`config.mk`:
```
export PLATFORM = sky130hd
export DESIGN_NAME = fw_array_feeder
export DESIGN_NICKNAME = d
export VERILOG_FILES = /design/src/rtl/fw_array_feeder.sv
export SDC_FILE = /design/constraint.sdc
export NUM_CORES = 1
export LEC_CHECK = 0
export CORE_MARGIN = 3
export CORE_UTILIZATION = 39
export DETAILED_ROUTE_END_ITERATION = 6
export GPL_ROUTABILITY_DRIVEN = 1
export PLACE_DENSITY = 0.78
export SYNTH_ARGS = -nofsm -noshare
export SYNTH_HDL_FRONTEND = slang
export SYNTH_SLANG_ARGS = --single-unit
export TNS_END_PERCENT = 30
```
`constraint.sdc`:
```
create_clock -name clk -period 1.53 [get_ports clk]
set_clock_uncertainty 0.2 [all_clocks]
set_input_delay 0.2295 -clock clk [delete_from_list [all_inputs] [get_ports clk]]
set_output_delay 0.2295 -clock clk [all_outputs]
set_load 0.005 [all_outputs]
```
`src/rtl/fw_array_feeder.sv`:
```
// rtl/fw_array_feeder.sv - tile issuer driving READ0/READ1/COMPUTE words into PE 0 of the FW array
`ifndef WIDTH
`define WIDTH 8
`endif
`ifndef B
`define B 8
`endif
`ifndef L
`define L 4
`endif
`ifndef logB
`define logB 3
`endif
`ifndef logL
`define logL 2
`endif
`ifndef OP_WIDTH
`define OP_WIDTH 2
`endif
`ifndef INSTR_WIDTH
`define INSTR_WIDTH 8
`endif
`ifndef IDLE
`define IDLE 2'd0
`endif
`ifndef READ0
`define READ0 2'd1
`endif
`ifndef READ1
`define READ1 2'd2
`endif
`ifndef COMPUTE
`define COMPUTE 2'd3
`endif

module fw_array_feeder #(
   parameter int NPE   = `B,
   parameter int WORDS = `B / `L,
   parameter int DRAIN = 3 * NPE
) (
   input  logic                     clk,
   input  logic                     reset,
   input  logic                     start,
   input  logic [`L*`WIDTH-1:0]     src_data,
   input  logic                     src_valid,
   output logic                     src_ready,
   output logic [`L*`WIDTH-1:0]     out,
   output logic [`INSTR_WIDTH-1:0]  instr_out,
   output logic                     busy,
   output logic                     done
);

   localparam int DW  = `L * `WIDTH;
   localparam int IW  = `INSTR_WIDTH;
   localparam int AW  = IW - 1 - `OP_WIDTH - `logL;
   localparam int PW  = (NPE > 1) ? $clog2(NPE) : 1;
   localparam int WW  = (WORDS > 1) ? $clog2(WORDS) : 1;
   localparam int DCW = (DRAIN > 1) ? $clog2(DRAIN) : 1;

   typedef enum logic [2:0] {
      ST_IDLE,
      ST_LOAD0,
      ST_LOAD1,
      ST_COMPUTE,
      ST_DRAIN
   } state_t;

   state_t          state, state_nxt;
   logic [PW-1:0]   pe_cnt, pe_cnt_nxt;
   logic [PW-1:0]   piv_cnt, piv_cnt_nxt;
   logic [WW-1:0]   word_cnt, word_cnt_nxt;
   logic [DCW-1:0]  drain_cnt, drain_cnt_nxt;
   logic [DW-1:0]   out_nxt;
   logic [IW-1:0]   instr_nxt;
   logic            busy_nxt, done_nxt;
   logic            last_word;

   // Top bit stays 0; fields from low to high: opcode, part select, address.
   function automatic logic [IW-1:0] make_instr(input logic [`OP_WIDTH-1:0] op,
                                                 input logic [`logL-1:0]     part,
                                                 input logic [AW-1:0]        addr);
      return {1'b0, addr, part, op};
   endfunction

   localparam logic [IW-1:0] BUBBLE = {1'b0, {AW{1'b0}}, {`logL{1'b0}}, `IDLE};

   assign last_word = (word_cnt == WW'(WORDS - 1));

   // Source is only accepted while one of the streaming phases is active.
   always_comb begin
      src_ready = (state == ST_LOAD0) || (state == ST_LOAD1) || (state == ST_COMPUTE);
   end

   // Next-state, counter and output-word selection; a stall emits a bubble and holds everything.
   always_comb begin
      state_nxt     = state;
      pe_cnt_nxt    = pe_cnt;
      piv_cnt_nxt   = piv_cnt;
      word_cnt_nxt  = word_cnt;
      drain_cnt_nxt = drain_cnt;
      out_nxt       = '0;
      instr_nxt     = BUBBLE;
      busy_nxt      = 1'b1;
      done_nxt      = 1'b0;
      case (state)
         ST_IDLE: begin
            busy_nxt = 1'b0;
            if (start) begin
               state_nxt     = ST_LOAD0;
               pe_cnt_nxt    = '0;
               piv_cnt_nxt   = '0;
               word_cnt_nxt  = '0;
               drain_cnt_nxt = '0;
               busy_nxt      = 1'b1;
            end
         end
         ST_LOAD0, ST_LOAD1: begin
            if (src_valid) begin
               instr_nxt = make_instr((state == ST_LOAD0) ? `READ0 : `READ1, '0, AW'(pe_cnt));
               out_nxt   = src_data;
               if (last_word) begin
                  word_cnt_nxt = '0;
                  if (pe_cnt == PW'(NPE - 1)) begin
                     pe_cnt_nxt = '0;
                     state_nxt  = (state == ST_LOAD0) ? ST_LOAD1 : ST_COMPUTE;
                  end else begin
                     pe_cnt_nxt = pe_cnt + 1'b1;
                  end
               end else begin
                  word_cnt_nxt = word_cnt + 1'b1;
               end
            end
         end
         ST_COMPUTE: begin
            if (src_valid) begin
               instr_nxt = make_instr(`COMPUTE, `logL'(piv_cnt % `L), AW'(piv_cnt / `L));
               out_nxt   = src_data;
               if (last_word) begin
                  word_cnt_nxt = '0;
                  if (piv_cnt == PW'(NPE - 1)) begin
                     piv_cnt_nxt   = '0;
                     drain_cnt_nxt = '0;
                     state_nxt     = ST_DRAIN;
                  end else begin
                     piv_cnt_nxt = piv_cnt + 1'b1;
                  end
               end else begin
                  word_cnt_nxt = word_cnt + 1'b1;
               end
            end
         end
         ST_DRAIN: begin
            if (drain_cnt == DCW'(DRAIN - 1)) begin
               drain_cnt_nxt = '0;
               state_nxt     = ST_IDLE;
               busy_nxt      = 1'b0;
               done_nxt      = 1'b1;
            end else begin
               drain_cnt_nxt = drain_cnt + 1'b1;
            end
         end
         default: begin
            state_nxt = ST_IDLE;
            busy_nxt  = 1'b0;
         end
      endcase
   end

   // State, counters and registered outputs; reset abandons any tile in flight.
   always_ff @(posedge clk) begin
      if (reset) begin
         state     <= ST_IDLE;
         pe_cnt    <= '0;
         piv_cnt   <= '0;
         word_cnt  <= '0;
         drain_cnt <= '0;
         out       <= '0;
         instr_out <= BUBBLE;
         busy      <= 1'b0;
         done      <= 1'b0;
      end else begin
         state     <= state_nxt;
         pe_cnt    <= pe_cnt_nxt;
         piv_cnt   <= piv_cnt_nxt;
         word_cnt  <= word_cnt_nxt;
         drain_cnt <= drain_cnt_nxt;
         out       <= out_nxt;
         instr_out <= instr_nxt;
         busy      <= busy_nxt;
         done      <= done_nxt;
      end
   end

endmodule

```
==> flow_summary_export.csv <==
group,metric,value,unit
critical_path,criticalPathCategory,"flip-flop to flip-flop",
clock_tree,cts_max_path_buffers,2,
timing,grt_setup_unrepaired,"true",
power,p_switching,0.6139,mW
power,intPower,2.017,mW
global_routing,grt-busiest-layer,"met2",
power,leakage,1.614,nW
critical_path,cp_data_required_time,1.53,ns
timing,drv_slew,0,
critical_path,start_kind,"flip-flop",
job,cap_violations,0,
power,swShare,23.33,%
power,power_frac_comb,13.2,%
die,num_rows,25,
synthesis,ys_seq_area_share,55.51,%
clock_tree,numCtsBuffers,5,
synthesis,synth_cells,197,
synthesis,ys_types,41,
final_layout,diodes,0,
final_layout,final_nets,347,
die,initial_core_util,41.65,%
worst_hold_path,min_path_type,"primary input to flip-flop",
global_routing,grt_pass1_wl,8.597,mm
final_layout,drive_gt1_share,29.32,%
synthesis,synth_area,0.002019,mm^2
global_routing,overflow,0,
timing,finalSetupViolCount,19,
power,power_density,774.6,mW/mm^2
critical_path,critPathArrivalTime,1.65,ns
power,p_clk_share,30.1,%
critical_path,startpoint,"state[0]",
placement,portBuffers,77,
global_routing,grtUsageMet1,22.52,%
placement,placedCellCount,359,
power,p_total,2.631,mW
final_layout,instances_no_fill,374,
critical_path,worstReg2RegStart,"state[0]",
clock_tree,clk_pin_slew,0.10,ns
final_layout,fin_area,0.003397,mm^2
power,seq_power_share,56.8,%
final_layout,most-common-layout-cells,"dfxtp_1, dlygate4sd2_1, clkdlybuf4s50_1, buf_4, and3_1",
timing,period_needed,1.651,ns
synthesis,synth-seq-cells,56,
clock_tree,cts_tree,"built",
global_routing,grt_max_degree,33,
drt,vias_per_cell,4.917,
drt,vias,1839,
drt,wirelength,5.705,mm
global_routing,grt.met3_usage,3.828,%
worst_hold_path,hold_start,"src_data[21]",
synthesis,syn-num-nets,238,
die,core_area,0.004848,mm^2
global_routing,grt_pass1_vias,1796,
clock_tree,insertion_delay,0.30,ns
clock_tree,clock_sinks,56,
synthesis,syn_avg_cell_area,10.25,um^2
critical_path,cp_max_fo,7,
placement,post_dp_cell_area,0.003053,mm^2
die,top_level_ports,79,
die,die-height,77.96,um
timing,min_period_over_period,107.9,%
final_layout,multiInputGateArea,0.001017,mm^2
placement,routabilityCongestion,0.8239,
clock_tree,cts_max_level,2,
final_layout,layout_commonest_cell,"dfxtp_1",
synthesis,synth_warnings,0,
global_routing,grt_use_total,17.47,%
drt,drtPass1Iterations,5,
drt,wl_per_cell,15.25,um
final_layout,seqCellArea,0.001134,mm^2
global_routing,grt_use_met2,30.22,%
die,die_area,0.006078,mm^2
timing,layout_setup_ws,-0.1214,ns
timing,fmaxAchievable,605.5,MHz
clock_tree,clockRootBuffer,"clkbuf_8",
drt,drt-initial-drc-count,58,
global_routing,antenna_found_initial,0,
placement,place_hpwl,3.926,mm
power,irDropWorstVdd,0.4621,mV
drt,drc,0,
final_layout,area_growth,68.22,%
drt,ant_nets,0,
die,die_w,77.96,um
timing,hold_viol_final,0,
critical_path,worstSetupEndpointType,"flip-flop",
final_layout,n_fill_cell,346,
run_status,status,"finished with violations",
run_status,violations,"setup timing",
timing,finalSetupTns,-1.003,ns
[registers in the layout, indices dropped and copies added (netlist names)]
| signal | cells |
|---|---|
| last_word | 1 |
| out | 32 |
| pe_cnt | 3 |
| piv_cnt | 3 |
| drain_cnt | 5 |
| state | 3 |
| instr_out | 7 |
| busy | 1 |
| done | 1 |
[worst paths after layout]
path | endpoint | slack (ns) | depth (start not counted)
max | piv_cnt[0] | -0.12 | 5
min | out[21] | 0.29 | 2
max reg2reg | piv_cnt[0] | -0.12 | 5
min reg2reg | pe_cnt[2] | 0.30 | 2
[stage by stage]
| step | hold slack, ns | worst slack (ns) | util, % |
|---|---|---|---|
| floorplan | 0.1754 | 0.01321 | - |
| global route | 0.2715 | -0.1632 | 70.06 |
| detailed placement | 0.2796 | -0.3776 | 62.97 |
| global placement | 0.2802 | -0.3279 | 62.97 |
| CTS | 0.2769 | -0.07170 | 66.50 |
| finish | 0.2864 | -0.1214 | 70.06 |
[power by group through the flow]
| stage | combinational (mW) | sequential [mW] | clock (mW) |
|---|---|---|---|
| after floorplan | 0.103 | 1.53 | 0 |
| after global placement | 0.290 | 1.53 | 0 |
| after detailed placement | 0.295 | 1.53 | 0 |
| after CTS | 0.301 | 1.49 | 0.808 |
| after global routing | 0.370 | 1.50 | 0.885 |
| final | 0.347 | 1.49 | 0.791 |
[cell usage after synthesis, drive strengths merged]
cell type,n,area [um^2]
dfxtp,56,1121
and3,37,232.7
nor2,13,53.80
nand3,10,50.05
buf,9,58.80
nand2,7,26.28
nand2b,7,43.79
nor3,7,35.03
clkbuf,6,22.52
o21ai,6,30.03
ha,5,62.56
a21oi,4,31.28
mux2i,3,30.03
a22o,2,17.52
nand3b,2,15.01
o22ai,2,25.02
xnor2,2,17.52
a2111oi,1,8.760
a21o,1,7.510
a22oi,1,7.510
a31oi,1,6.260
a41oi,1,8.760
and2b,1,7.510
conb,1,3.750
inv,1,3.750
nand4,1,6.260
nand4b,1,8.760
nor3b,1,7.510
nor4b,1,8.760
o211a,1,10.01
o21bai,1,7.510
o22a,1,8.760
o31a,1,8.760
or2,1,6.260
or3b,1,11.26
xor2,1,8.760
[cells by family (layout without fill, tap and decap cells)]
family / after synthesis / in the layout / share of synthesized area, %
multiplexers: 3 / 3 / 1.487
buffers and inverters: 16 / 126 / 4.213
other: 1 / 1 / 0.1857
flip-flops: 56 / 56 / 55.51
XOR/XNOR: 3 / 3 / 1.301
AO/OA/AOI/OAI: 23 / 23 / 8.799
adder cells (fa/ha/maj): 5 / 5 / 3.098
AND/OR/NAND/NOR: 90 / 90 / 25.40
[cell type report]
type / instances / area share, %
flip-flops and latches: 56 / 33.37
multi-input cells: 125 / 29.94
clock inverters: 2 / 0.4788
inverters: 1 / 0.1105
repair buffers: 117 / 31.49
well taps: 67 / 2.468
clock buffers: 6 / 2.136
[worst max-delay path, stage by stage (launching register included)]
cell and delay, ns:
dfxtp_4 0.36, buf_6 0.13, or3b_4 0.42, a21oi_4 0.19, mux2i_1 0.19, nor2_1 0.05
[routing by layer]
metal  part of all wire (%)  routed length (um)
met5                      0                   0
met3                    6.1                 349
met4                    1.8                 103
met2                     48                2756
met1                     44                2495
[repair_timing]
action                                  CTS  global route
endpoints found under the setup margin   90            36
buffers inserted                          4             3
hold endpoints to repair                  0             0
pin swaps                                10            13
gates resized for setup                  68            31
hold buffers                              0             0
Note: power is estimated with default switching activity, not from simulation.
